===== config.mk =====
export PLATFORM = sky130hd
export DESIGN_NAME = vid_packetizer
export DESIGN_NICKNAME = d
export VERILOG_FILES = /design/src/rtl/vid_pkt_pkg.sv /design/src/rtl/vid_packetizer_avst_out_reg.sv /design/src/rtl/vid_packetizer.sv
export SDC_FILE = /design/constraint.sdc
export NUM_CORES = 1
export LEC_CHECK = 0
export ABC_CLOCK_PERIOD_IN_PS = 2000
export BUFFER_PORTS_ARGS = -buffer_cell sky130_fd_sc_hd__clkbuf_2
export CELL_PAD_IN_SITES_DETAIL_PLACEMENT = 1
export CELL_PAD_IN_SITES_GLOBAL_PLACEMENT = 2
export CORE_ASPECT_RATIO = 0.8
export CORE_MARGIN = 3
export CORE_UTILIZATION = 32
export DETAILED_ROUTE_END_ITERATION = 8
export HOLD_SLACK_MARGIN = 0.12
export PLACE_DENSITY_LB_ADDON = 0.15
export SYNTH_ARGS = -nofsm -noshare
export SYNTH_HDL_FRONTEND = slang
export SYNTH_SLANG_ARGS = --single-unit

===== constraint.sdc =====
create_clock -name clk_clk -period 2 [get_ports clk_clk]
set_input_delay 0.3 -clock clk_clk [delete_from_list [all_inputs] [get_ports clk_clk]]
set_output_delay 0.3 -clock clk_clk [all_outputs]
set_load 0.01 [all_outputs]

===== src/rtl/vid_pkt_pkg.sv =====
`default_nettype none
// ---------------------------------------------------------------------------
// vid_pkt_pkg : Avalon-ST Video packet constants and packetizer state enum
// Revision    : 1.0
// ---------------------------------------------------------------------------
package vid_pkt_pkg;

  localparam logic [3:0] PKT_VIDEO      = 4'h0;
  localparam logic [3:0] PKT_CTRL       = 4'hF;
  localparam logic [3:0] INTERLACE_PROG = 4'h3;

  typedef enum logic [2:0] {
    IDLE     = 3'd0,
    CTRL_HDR = 3'd1,
    CTRL_B1  = 3'd2,
    CTRL_B2  = 3'd3,
    CTRL_B3  = 3'd4,
    DATA_HDR = 3'd5,
    PIXELS   = 3'd6,
    PAD      = 3'd7
  } state_t;

endpackage
`default_nettype wire


===== src/rtl/vid_packetizer_avst_out_reg.sv =====
`default_nettype none
// ---------------------------------------------------------------------------
// avst_out_reg : Avalon-ST source holding register (ready latency 0)
// Revision     : 1.0
// ---------------------------------------------------------------------------
module avst_out_reg #(
  parameter int unsigned DW = 12
) (
  input  logic          clk,
  input  logic          rst_n,
  input  logic          beat_valid,
  input  logic [DW-1:0] beat_data,
  input  logic          beat_sop,
  input  logic          beat_eop,
  input  logic          src_ready,
  output logic          can_load,
  output logic          src_valid,
  output logic [DW-1:0] src_data,
  output logic          src_sop,
  output logic          src_eop
);

  logic          valid_q, valid_d;
  logic [DW-1:0] data_q, data_d;
  logic          sop_q, sop_d;
  logic          eop_q, eop_d;

  assign can_load = !valid_q || src_ready;

  always_comb begin
    valid_d = valid_q;
    data_d  = data_q;
    sop_d   = sop_q;
    eop_d   = eop_q;
    if (can_load) begin
      valid_d = beat_valid;
      data_d  = beat_data;
      sop_d   = beat_sop;
      eop_d   = beat_eop;
    end
  end

  always_ff @(posedge clk) begin
    if (!rst_n) begin
      valid_q <= 1'b0;
      data_q  <= '0;
      sop_q   <= 1'b0;
      eop_q   <= 1'b0;
    end else begin
      valid_q <= valid_d;
      data_q  <= data_d;
      sop_q   <= sop_d;
      eop_q   <= eop_d;
    end
  end

  assign src_valid = valid_q;
  assign src_data  = data_q;
  assign src_sop   = sop_q;
  assign src_eop   = eop_q;

endmodule
`default_nettype wire


===== src/rtl/vid_packetizer.sv =====
`default_nettype none
// ---------------------------------------------------------------------------
// vid_packetizer : frame-flagged pixel stream to Avalon-ST Video packets
// Revision       : 1.0
// ---------------------------------------------------------------------------
module vid_packetizer
  import vid_pkt_pkg::*;
#(
  parameter int unsigned WIDTH     = 640,
  parameter int unsigned HEIGHT    = 480,
  parameter bit          SEND_CTRL = 1'b1,
  parameter logic [11:0] PAD_VALUE = 12'h000
) (
  input  logic        clk_clk,
  input  logic        reset_reset_n,
  input  logic        in_valid,
  input  logic [11:0] in_data,
  input  logic        in_sof,
  output logic        in_ready,
  output logic        src_valid,
  output logic [11:0] src_data,
  output logic        src_startofpacket,
  output logic        src_endofpacket,
  input  logic        src_ready,
  output logic        err_short,
  output logic        err_long
);

  localparam int unsigned NPIX   = WIDTH * HEIGHT;
  localparam int unsigned PCNT_W = $clog2(NPIX + 1);
  localparam logic [PCNT_W-1:0] PCNT_LAST = PCNT_W'(NPIX - 1);

  localparam logic [15:0] W16 = 16'(WIDTH);
  localparam logic [15:0] H16 = 16'(HEIGHT);
  localparam logic [11:0] CTRL_HDR_WORD = {8'h00, PKT_CTRL};
  localparam logic [11:0] DATA_HDR_WORD = {8'h00, PKT_VIDEO};
  localparam logic [11:0] CTRL_B1_WORD  = {W16[7:4], W16[11:8], W16[15:12]};
  localparam logic [11:0] CTRL_B2_WORD  = {H16[11:8], H16[15:12], W16[3:0]};
  localparam logic [11:0] CTRL_B3_WORD  = {INTERLACE_PROG, H16[3:0], H16[7:4]};

  state_t              state_q, state_d;
  logic [PCNT_W-1:0]   pcnt_q, pcnt_d;
  logic                err_short_q, err_short_d;
  logic                err_long_q, err_long_d;
  logic                disc_q, disc_d;

  logic                beat_valid;
  logic [11:0]         beat_data;
  logic                beat_sop;
  logic                beat_eop;
  logic                can_load;
  logic                in_ready_w;
  logic                pix_last;

  assign pix_last = (pcnt_q == PCNT_LAST);

  always_comb begin
    state_d     = state_q;
    pcnt_d      = pcnt_q;
    err_short_d = 1'b0;
    err_long_d  = 1'b0;
    disc_d      = disc_q;
    beat_valid  = 1'b0;
    beat_data   = '0;
    beat_sop    = 1'b0;
    beat_eop    = 1'b0;
    in_ready_w  = 1'b0;

    case (state_q)
      IDLE: begin
        if (in_valid && in_sof) begin
          // The first header is loaded straight from IDLE to hit the cycle-1 beat.
          beat_valid = 1'b1;
          beat_sop   = 1'b1;
          beat_data  = SEND_CTRL ? CTRL_HDR_WORD : DATA_HDR_WORD;
          disc_d     = 1'b0;
          if (can_load) state_d = SEND_CTRL ? CTRL_B1 : PIXELS;
          else          state_d = SEND_CTRL ? CTRL_HDR : DATA_HDR;
        end else begin
          in_ready_w = !in_sof;
          if (in_valid) begin
            err_long_d = !disc_q;
            disc_d     = 1'b1;
          end
        end
      end
      CTRL_HDR: begin
        beat_valid = 1'b1;
        beat_sop   = 1'b1;
        beat_data  = CTRL_HDR_WORD;
        if (can_load) state_d = CTRL_B1;
      end
      CTRL_B1: begin
        beat_valid = 1'b1;
        beat_data  = CTRL_B1_WORD;
        if (can_load) state_d = CTRL_B2;
      end
      CTRL_B2: begin
        beat_valid = 1'b1;
        beat_data  = CTRL_B2_WORD;
        if (can_load) state_d = CTRL_B3;
      end
      CTRL_B3: begin
        beat_valid = 1'b1;
        beat_eop   = 1'b1;
        beat_data  = CTRL_B3_WORD;
        if (can_load) state_d = DATA_HDR;
      end
      DATA_HDR: begin
        beat_valid = 1'b1;
        beat_sop   = 1'b1;
        beat_data  = DATA_HDR_WORD;
        if (can_load) state_d = PIXELS;
      end
      PIXELS: begin
        if (in_sof && (pcnt_q != '0)) begin
          // Early SOF: hold that pixel back and pad out the current packet.
          if (in_valid) begin
            state_d     = PAD;
            err_short_d = 1'b1;
          end
        end else begin
          in_ready_w = can_load;
          beat_valid = in_valid;
          beat_data  = in_data;
          beat_eop   = pix_last;
          if (in_valid && can_load) begin
            if (pix_last) begin
              pcnt_d  = '0;
              state_d = IDLE;
            end else begin
              pcnt_d = pcnt_q + PCNT_W'(1);
            end
          end
        end
      end
      PAD: begin
        beat_valid = 1'b1;
        beat_data  = PAD_VALUE;
        beat_eop   = pix_last;
        if (can_load) begin
          if (pix_last) begin
            pcnt_d  = '0;
            state_d = IDLE;
          end else begin
            pcnt_d = pcnt_q + PCNT_W'(1);
          end
        end
      end
      default: state_d = IDLE;
    endcase
  end

  always_ff @(posedge clk_clk) begin
    if (!reset_reset_n) begin
      state_q     <= IDLE;
      pcnt_q      <= '0;
      err_short_q <= 1'b0;
      err_long_q  <= 1'b0;
      disc_q      <= 1'b0;
    end else begin
      state_q     <= state_d;
      pcnt_q      <= pcnt_d;
      err_short_q <= err_short_d;
      err_long_q  <= err_long_d;
      disc_q      <= disc_d;
    end
  end

  avst_out_reg #(
    .DW (12)
  ) u_out_reg (
    .clk        (clk_clk),
    .rst_n      (reset_reset_n),
    .beat_valid (beat_valid),
    .beat_data  (beat_data),
    .beat_sop   (beat_sop),
    .beat_eop   (beat_eop),
    .src_ready  (src_ready),
    .can_load   (can_load),
    .src_valid  (src_valid),
    .src_data   (src_data),
    .src_sop    (src_startofpacket),
    .src_eop    (src_endofpacket)
  );

  assign in_ready  = reset_reset_n && in_ready_w;
  assign err_short = err_short_q;
  assign err_long  = err_long_q;

endmodule
`default_nettype wire


# Word-level counts from Yosys, hierarchy flattened
# Index checks and enable logic that the tools add are counted.
# classes
addsub,1
bitwise,3
n_mul,0
reduce_logical,20
eq_ne,19
n_shift,0
n_lt_le_gt_ge,0
muxes,33
n_div,0
# ops
cell,count
case mux 12 bit (7 select lines),1
two-way mux 19 bit,4
case mux 19 bit (2 select lines),1
two-way mux 3 bit,11
case mux 3 bit (8 select lines),1
adder 19 x 1 -> 19 bit (second input constant),1
== test 19 bit (second input constant),1
nonzero test 19 bit,1
inequality test 2 bit (second input constant),9
== test 3 bit (second input constant),4
two-way mux 12 bit,1
AND reduction 9 bit,1
two-way mux 1 bit,8
== test 3 x 2 -> 1 bit (second input constant),2
inequality test 3 bit (second input constant),2
case mux 1 bit (3 select lines),2
OR reduction 6 bit,1
logical AND 1 bit,4
two-way mux 4 bit,1
case mux 1 bit (2 select lines),2
AND reduction 4 bit,1
nonzero test 2 bit,2
OR reduction 2 bit,2
OR reduction 4 bit,1
8 further kinds,12
# totals
romBits,0
input_bits,17
ff_bits,40
mem_bits_rw,0
elab_cells,85
latchBits,0
output_inout_bits,18
mem_count,0

# Longest topological paths before layout
# Gate-level depths: netlist of run 1.
# logic_depth
word_depth,6
mapped_depth,9
ltp_nobuf,8

# Modules after synthesis
# Synthesis of run 1 repeated with hierarchy kept, for this count alone.
# unflattened
hier_cells,270
area_unflattened_um2,2175.8
# modules_own_cells
module,seq_area_each_um2,cells_each,area_each_um2,instances
vid_packetizer,500.5,205,1554.0,1
avst_out_reg,300.3,65,621.8,1

# Worst setup path after synthesis of run 1
# Ideal clock, no wire load.
# synth_path
path_kind,reg-to-output
start,register pcnt_q[13]
end,output port in_ready
path_buffers,1
required_ns,1.700
arrival_time_ns,1.667
path_stages_with_launch,8
setup_slack_ns,0.033
cell_sequence,dfxtp_1 nor4_1 nand4_2 o21ai_2 and2_1 buf_2 a21oi_1 nor2b_1
# synth_via
elab_chain_cells,5
# synth_rtl
item,line_no,text
start: declaration,vid_packetizer.sv:42,"logic [PCNT_W-1:0] pcnt_q, pcnt_d;"
start signal: assignment,vid_packetizer.sv:163,pcnt_q <= pcnt_d;
nonzero test 19 bit,vid_packetizer.sv:116,if (in_sof && (pcnt_q != '0)) begin
logical AND 1 bit,vid_packetizer.sv:116,
two-way mux 1 bit,vid_packetizer.sv:116,
case mux 1 bit (2 select lines),vid_packetizer.sv:69,case (state_q)
logical AND 1 bit,vid_packetizer.sv:187,assign in_ready = reset_reset_n && in_ready_w;
end: declaration,vid_packetizer.sv:19,"output logic in_ready,"
# Every way passes these cells.

# Final worst setup path of run 1
# layout_path
start,register pcnt_q[17]
end,register pcnt_q[4]
# layout_via
elab_chain_cells,5
word_cells_on_any_way,10
cone_classes,eq/ne (2); mux (5); reduce/logical (3)
# layout_rtl
item,line_no,text
== test 19 bit,vid_packetizer.sv:55,assign pix_last = (pcnt_q == PCNT_LAST);
two-way mux 19 bit,"vid_packetizer.sv:128, vid_packetizer.sv:142",
two-way mux 19 bit,vid_packetizer.sv:127,if (in_valid && can_load) begin
two-way mux 19 bit,vid_packetizer.sv:116,
case mux 19 bit (2 select lines),vid_packetizer.sv:69,
# Several ways; a longest one is shown, not always the timed one. The select of a mux whose other input is x is not followed.
# A chain may end at the register's enable or synchronous reset.

==> results of run 1 <==
[worst max-delay path: stages, from the launching register on]
cell and delay, ns:
dfxtp_2 0.35, nor4_4 0.35, nand4_2 0.19, buf_4 0.17, buf_6 0.11, o211ai_4 0.29
nand3_2 0.16, or3_4 0.36, a21oi_2 0.12
[state kept, by name (all words and copies together), names as in the netlist]
name,cells
u_out_reg.src_valid,1
pcnt_q,19
u_out_reg.src_sop,1
err_short,1
u_out_reg.src_data,12
state_q,3
u_out_reg.src_eop,1
err_long,1
disc_q,1
[cells in the mapped netlist (2+ instances only)]
library cell	count	share of area, %
and2_1	7	2.1
a211oi_1	2	0.72
nor3b_1	6	2.2
or3_1	4	1.2
nor2_1	34	6.1
buf_2	4	0.96
nor2b_1	4	1.2
o221ai_1	2	0.84
and3_1	4	1.2
xor2_1	15	6.3
inv_1	5	0.90
and4_1	3	1.3
a21boi_1	5	1.8
a31oi_1	2	0.60
o21ai_1	3	0.72
nand2_1	21	3.8
clkbuf_1	14	2.5
ha_1	2	1.2
dfxtp_1	40	38
nand3_1	15	3.6
nor4_1	4	1.2
nand4_1	12	3.6
nor3_1	3	0.72
a21oi_1	17	4.1
a221oi_1	4	1.7
o21ai_0	9	2.2
[power by group]
part / total [uW] / switching (uW) / internal (uW)
logic: 725 / 400 / 325
registers: 948 / 64.0 / 884
clock network: 533 / 295 / 238
[routing by layer]
metal | wire length [um] | vias up | global-route usage [%]
met5 | 0 | - | 0
met4 | 76 | 0 | 5.46
met3 | 383 | 7 | 4.98
met2 | 2290 | 41 | 22.3
met1 | 3370 | 952 | 26.7
li1 | - | 1025 | -
[cell families after synthesis]
family,after synthesis,share of synthesized area (%)
xor+xnor,16,6.69
flops,40,38.3
fa+ha+maj,2,1.20
simple gates,124,31.7
compound gates,53,17.4
buf+inv,24,4.72
[repair_timing]
| item | CTS | global route |
|---|---|---|
| buffers inserted | 1 | 3 |
| gates cloned | 0 | 1 |
| resized for setup | 7 | 12 |
| pin swaps | 2 | 4 |
| endpoints found under the setup margin | 1 | 23 |
[worst min-delay path by stage]
| stage | startpoint | end | slack [ns] |
|---|---|---|---|
| 2_1_floorplan | disc_q | err_long | 0.40 |
| 3_5_place_dp | disc_q | err_long | 0.41 |
| 6_report | in_data[6] | u_out_reg.src_data[6] | 0.23 |
| 3_3_place_gp | disc_q | err_long | 0.43 |
| 5_1_grt | in_data[10] | u_out_reg.src_data[10] | 0.23 |
| 4_1_cts | in_data[6] | u_out_reg.src_data[6] | 0.23 |
[area by class of cell]
type	instances	area, um^2	area share, %
Multi-Input combinational cell	195	1240	46.2
Tap cell	81	101	3.78
Inverter	5	18.8	0.699
Timing Repair Buffer	65	443	16.5
Clock buffer	6	72.6	2.70
Clock inverter	1	5.00	0.186
Sequential cell	40	803	29.9
[through the flow]
stage                     setup slack, ns  utilization, %  hold slack, ns
after floorplan                    0.0328               -           0.398
after global placement              0.126            40.9           0.426
after detailed placement            0.124            40.9           0.413
after CTS                         -0.0964            42.5           0.226
after global routing               -0.269            43.8           0.232
final                              -0.161            43.8           0.234
==> results.cfg, run 1 <==
[placement]
place_congestion = 0.830
placed_cells = 381
place_hpwl_um = 4400
place_area_um2 = 2500
port_buffers = 34

[setup_path]
crit_start = pcnt_q[17]
endpoint_kind = flop
regToRegEndpoint = pcnt_q[4]
cp.required_ns = 2.24
ff2ff_path_depth = 8
cp_data_arrival_time_ns = 2.40
critPathKind = flop to flop
reg2reg_slack_ns = -0.16
r2r_start = pcnt_q[17]
critPathMaxFanout = 5
critPathCapture = pcnt_q[4]
cp-start-kind = flop

[logic_synthesis]
syn-instance-count = 259
ys_seq_area_share_pct = 38.3
synth_edf_count = 0
synth_area_um2 = 2090
async_reset_ff_share_pct = 0
synth.distinct_cells = 44
yosys_warnings = 0
syn_avg_cell_area_um2 = 8.08
synthFlopType = dfxtp_1
synth_fp_nets = 278
yosys_register_bits = 40

[clocking]
clock_path_buffers = 2
cts-root-buf = clkbuf_8
clock_latency_ns = 0.30
cts_buffers = 5
path_clk_slew_ns = 0.08
clock_sinks = 40
holdBufCountCts = 0
cts_tree = done
cts_max_level = 2

[sta]
hold_viol = 0
slew_headroom_pct = 67.1
fmax_mhz = 463
setup_violations = 20
tightest_slew_ns = 0.492
finalCritPeriodShare_pct = 108
clock_skew_ns = 0.0108
setup_tns_ns = -1.95
fin_ws_ns = -0.161
finalMaxSlewViolations = 0
finalCriticalPeriod_ns = 2.16
rsz0062_at_grt = true

[detailed_routing]
antenna_left = 0
via_count = 2025
dr.pass1.iters = 4
wl_um = 6120
detail_route.wl_per_cell_um = 15.6
drt-initial-drc-count = 76
route.detailed.drc = 0
vias_per_cell = 5.15

[die]
die_w_um = 96.4
num_rows = 25
io_pins = 35
coreArea_um2 = 6130
die_h_um = 78.3
fp.dieArea_um2 = 7550
initial_core_util_pct = 34.1

[cells_and_area]
instances_no_fill = 393
final_common_cell = dfxtp_1
syn2layout_area_growth_pct = 28.2
drive_gt1_share_pct = 29.8
final_area_um2 = 2680
fillers = 791
num_antenna_cells = 0
final_cell_mix = dfxtp_1, nor2_1, clkbuf_2
fin_nets = 331

[power]
total_power_uw = 2210
p_leak_uw = 0.00106
pwr_density_cell_nw_per_um2 = 822
ir_worst_vdd_mv = 0.252

[grt]
grt_start_max_net_pins = 23
grt_overflow = 0
grt_pass1_wl_um = 10100
grt_antenna_before_repair = 0
grt_pass1_vias = 1992
track_usage_pct = 17.3

[run_status]
violations = negative setup slack
status = complete, but fails checks

[hold_path]
whs_path_depth = 3
min_path_type = input port to flop

[flow_run]
maxCapViolCount = 0
Note: power is estimated with default switching activity, not from simulation.
==> run 2: changes to the inputs <==
Settings changed: BUFFER_PORTS_ARGS -buffer_cell sky130_fd_sc_hd__clkbuf_2 to unset, CORE_UTILIZATION 32 to 34, DONT_BUFFER_PORTS set to 1.
==> results.cfg, run 2 (synthesized netlist as in run 1, its figures left out) <==
[sta]
finalCritPeriodShare_pct = 101
setup_tns_ns = -0.0275
hold_viol = 0
whs_ns = 0.132
finalCriticalPeriod_ns = 2.03
setup_violations = 1
clock_skew_ns = 0.00369
finalMaxSlewViolations = 0
fin_ws_ns = -0.0275
slew_headroom_pct = 79.2
tightest_slew_ns = 0.311
rsz0062_at_grt = true
fmax_mhz = 493

[die]
initial_core_util_pct = 36.7
fp.dieArea_um2 = 7140
coreArea_um2 = 5710
die_w_um = 93.7
num_rows = 24
io_pins = 35
die_h_um = 76.2

[grt]
grt_pass1_wl_um = 9910
grt_start_max_net_pins = 25
grt_antenna_before_repair = 0
grt_pass1_vias = 1876
grt_overflow = 0
track_usage_pct = 17.3

[cells_and_area]
syn2layout_area_growth_pct = 21.6
num_antenna_cells = 0
top_register = pcnt_q
instances_no_fill = 356
largest_register_ffs = 19
final_common_cell = dfxtp_1
fin_nets = 297
seqCellArea_um2 = 810
final_cell_mix = dfxtp_1, nor2_1, buf_4
multi_input_area_um2 = 1260
drive_gt1_share_pct = 21.2
fillers = 710

[placement]
port_buffers = 0
placed_cells = 341
place_hpwl_um = 4150
place_congestion = 0.792
place_ws_ns = 0.0572

[setup_path]
cp-start-kind = flop
cp_data_arrival_time_ns = 1.73
critPathKind = flop to output port
reg2reg_slack_ns = 0.04
critPathMaxFanout = 4
crit_path_top_delay_cell = dfxtp_4
endpoint_kind = output port
cp.required_ns = 1.70
path_cells = nor4_4, nand4_2, o21ai_2, and2_4, a21oi_4, nor2b_4
regToRegEndpoint = pcnt_q[13]
ff2ff_path_depth = 7
r2r_start = pcnt_q[16]
crit_path_max_incr_delay_ns = 0.37

[detailed_routing]
vias_per_cell = 5.42
detail_route.wl_per_cell_um = 16.7
wl_um = 5960
route.detailed.drc = 0
dr.pass1.iters = 4
antenna_left = 0
drt-initial-drc-count = 84
via_count = 1929

[clocking]
cts_max_level = 2
cts_buffers = 5
clock_latency_ns = 0.30
clock_path_buffers = 2
clock_sinks = 40
cts-root-buf = clkbuf_8
path_clk_slew_ns = 0.08
cts_tree = done

[hold_path]
whs_path_depth = 2
min_path_type = input port to flop
holdCritStartpoint = reset_reset_n
holdPathEnd = u_out_reg.src_data[1]

[run_status]
status = complete, but fails checks
violations = negative setup slack

[power]
pwr_density_cell_nw_per_um2 = 865
ir_worst_vdd_mv = 0.434
total_power_uw = 2200
p_leak_uw = 0.000930

[flow_run]
maxCapViolCount = 0
-- run 2: cell types whose count changed in the layout (fill, tap and decap cells not counted), moves of 2 or more --
cell           delta
dlygate4sd3_1     +2
a21oi_2           -3
a21oi_1           +2
nor4_4            +2
dfxtp_1           -3
clkbuf_2         -33
buf_6             -3
dfxtp_2           +2
clkbuf_8          +2
-- run 2: metrics by stage --
step / util, % / area, um^2
floorplan: - / 2090
detailed placement: 40.5 / 2310
global route: 44.6 / 2540
finish: 44.6 / 2540
CTS: 43.4 / 2470
global placement: 40.5 / 2310
-- run 2: worst max path at each step --
stage / startpoint / endpoint / slack, ns
after floorplan: pcnt_q[13] / in_ready / 0.03
after global placement: pcnt_q[10] / pcnt_q[4] / 0.05
after detailed placement: pcnt_q[10] / pcnt_q[13] / 0.06
after CTS: pcnt_q[7] / in_ready / 0.002
after global routing: pcnt_q[16] / in_ready / -0.13
final: pcnt_q[16] / in_ready / -0.03
-- run 2: cell type report --
class | instances | share of cell area, %
timing repair buffer | 31 | 10.5
clock buffer | 7 | 3.79
tap | 78 | 3.83
sequential | 40 | 31.8
multi-input combinational | 195 | 49.4
inverter | 5 | 0.737
-- run 2: routing by layer --
layer	up-vias	part of all wire (%)	global-route usage, %	wire [um]
met5	-	0	0	0
met4	0	1.3	4.76	76
met3	7	6.5	5.03	386
met2	48	38	21.8	2290
met1	922	54	27.5	3200
li1	952	-	-	-
-- run 2: report_power, final --
group	leakage [uW]	switching [uW]	internal, uW
logic	0.000552	337	261
clock network	0.0000503	303	308
registers	0.000327	110	883
-- run 2: repair_timing --
item                       4_1_cts  5_1_grt
hold buffers                     2        0
pin swaps                        2        9
gates resized for setup         11        9
setup endpoints to repair        1       13
hold endpoints to repair         3        0
cloned                           0        0
buffers inserted                 2        4
-- run 2: worst max-delay path: cells and delay by family, from the launching register on --
kind | cells | cell delay [ns]
AO/OA/AOI/OAI | 2 | 0.25
AND/OR/NAND/NOR | 4 | 0.81
flip-flops | 1 | 0.37
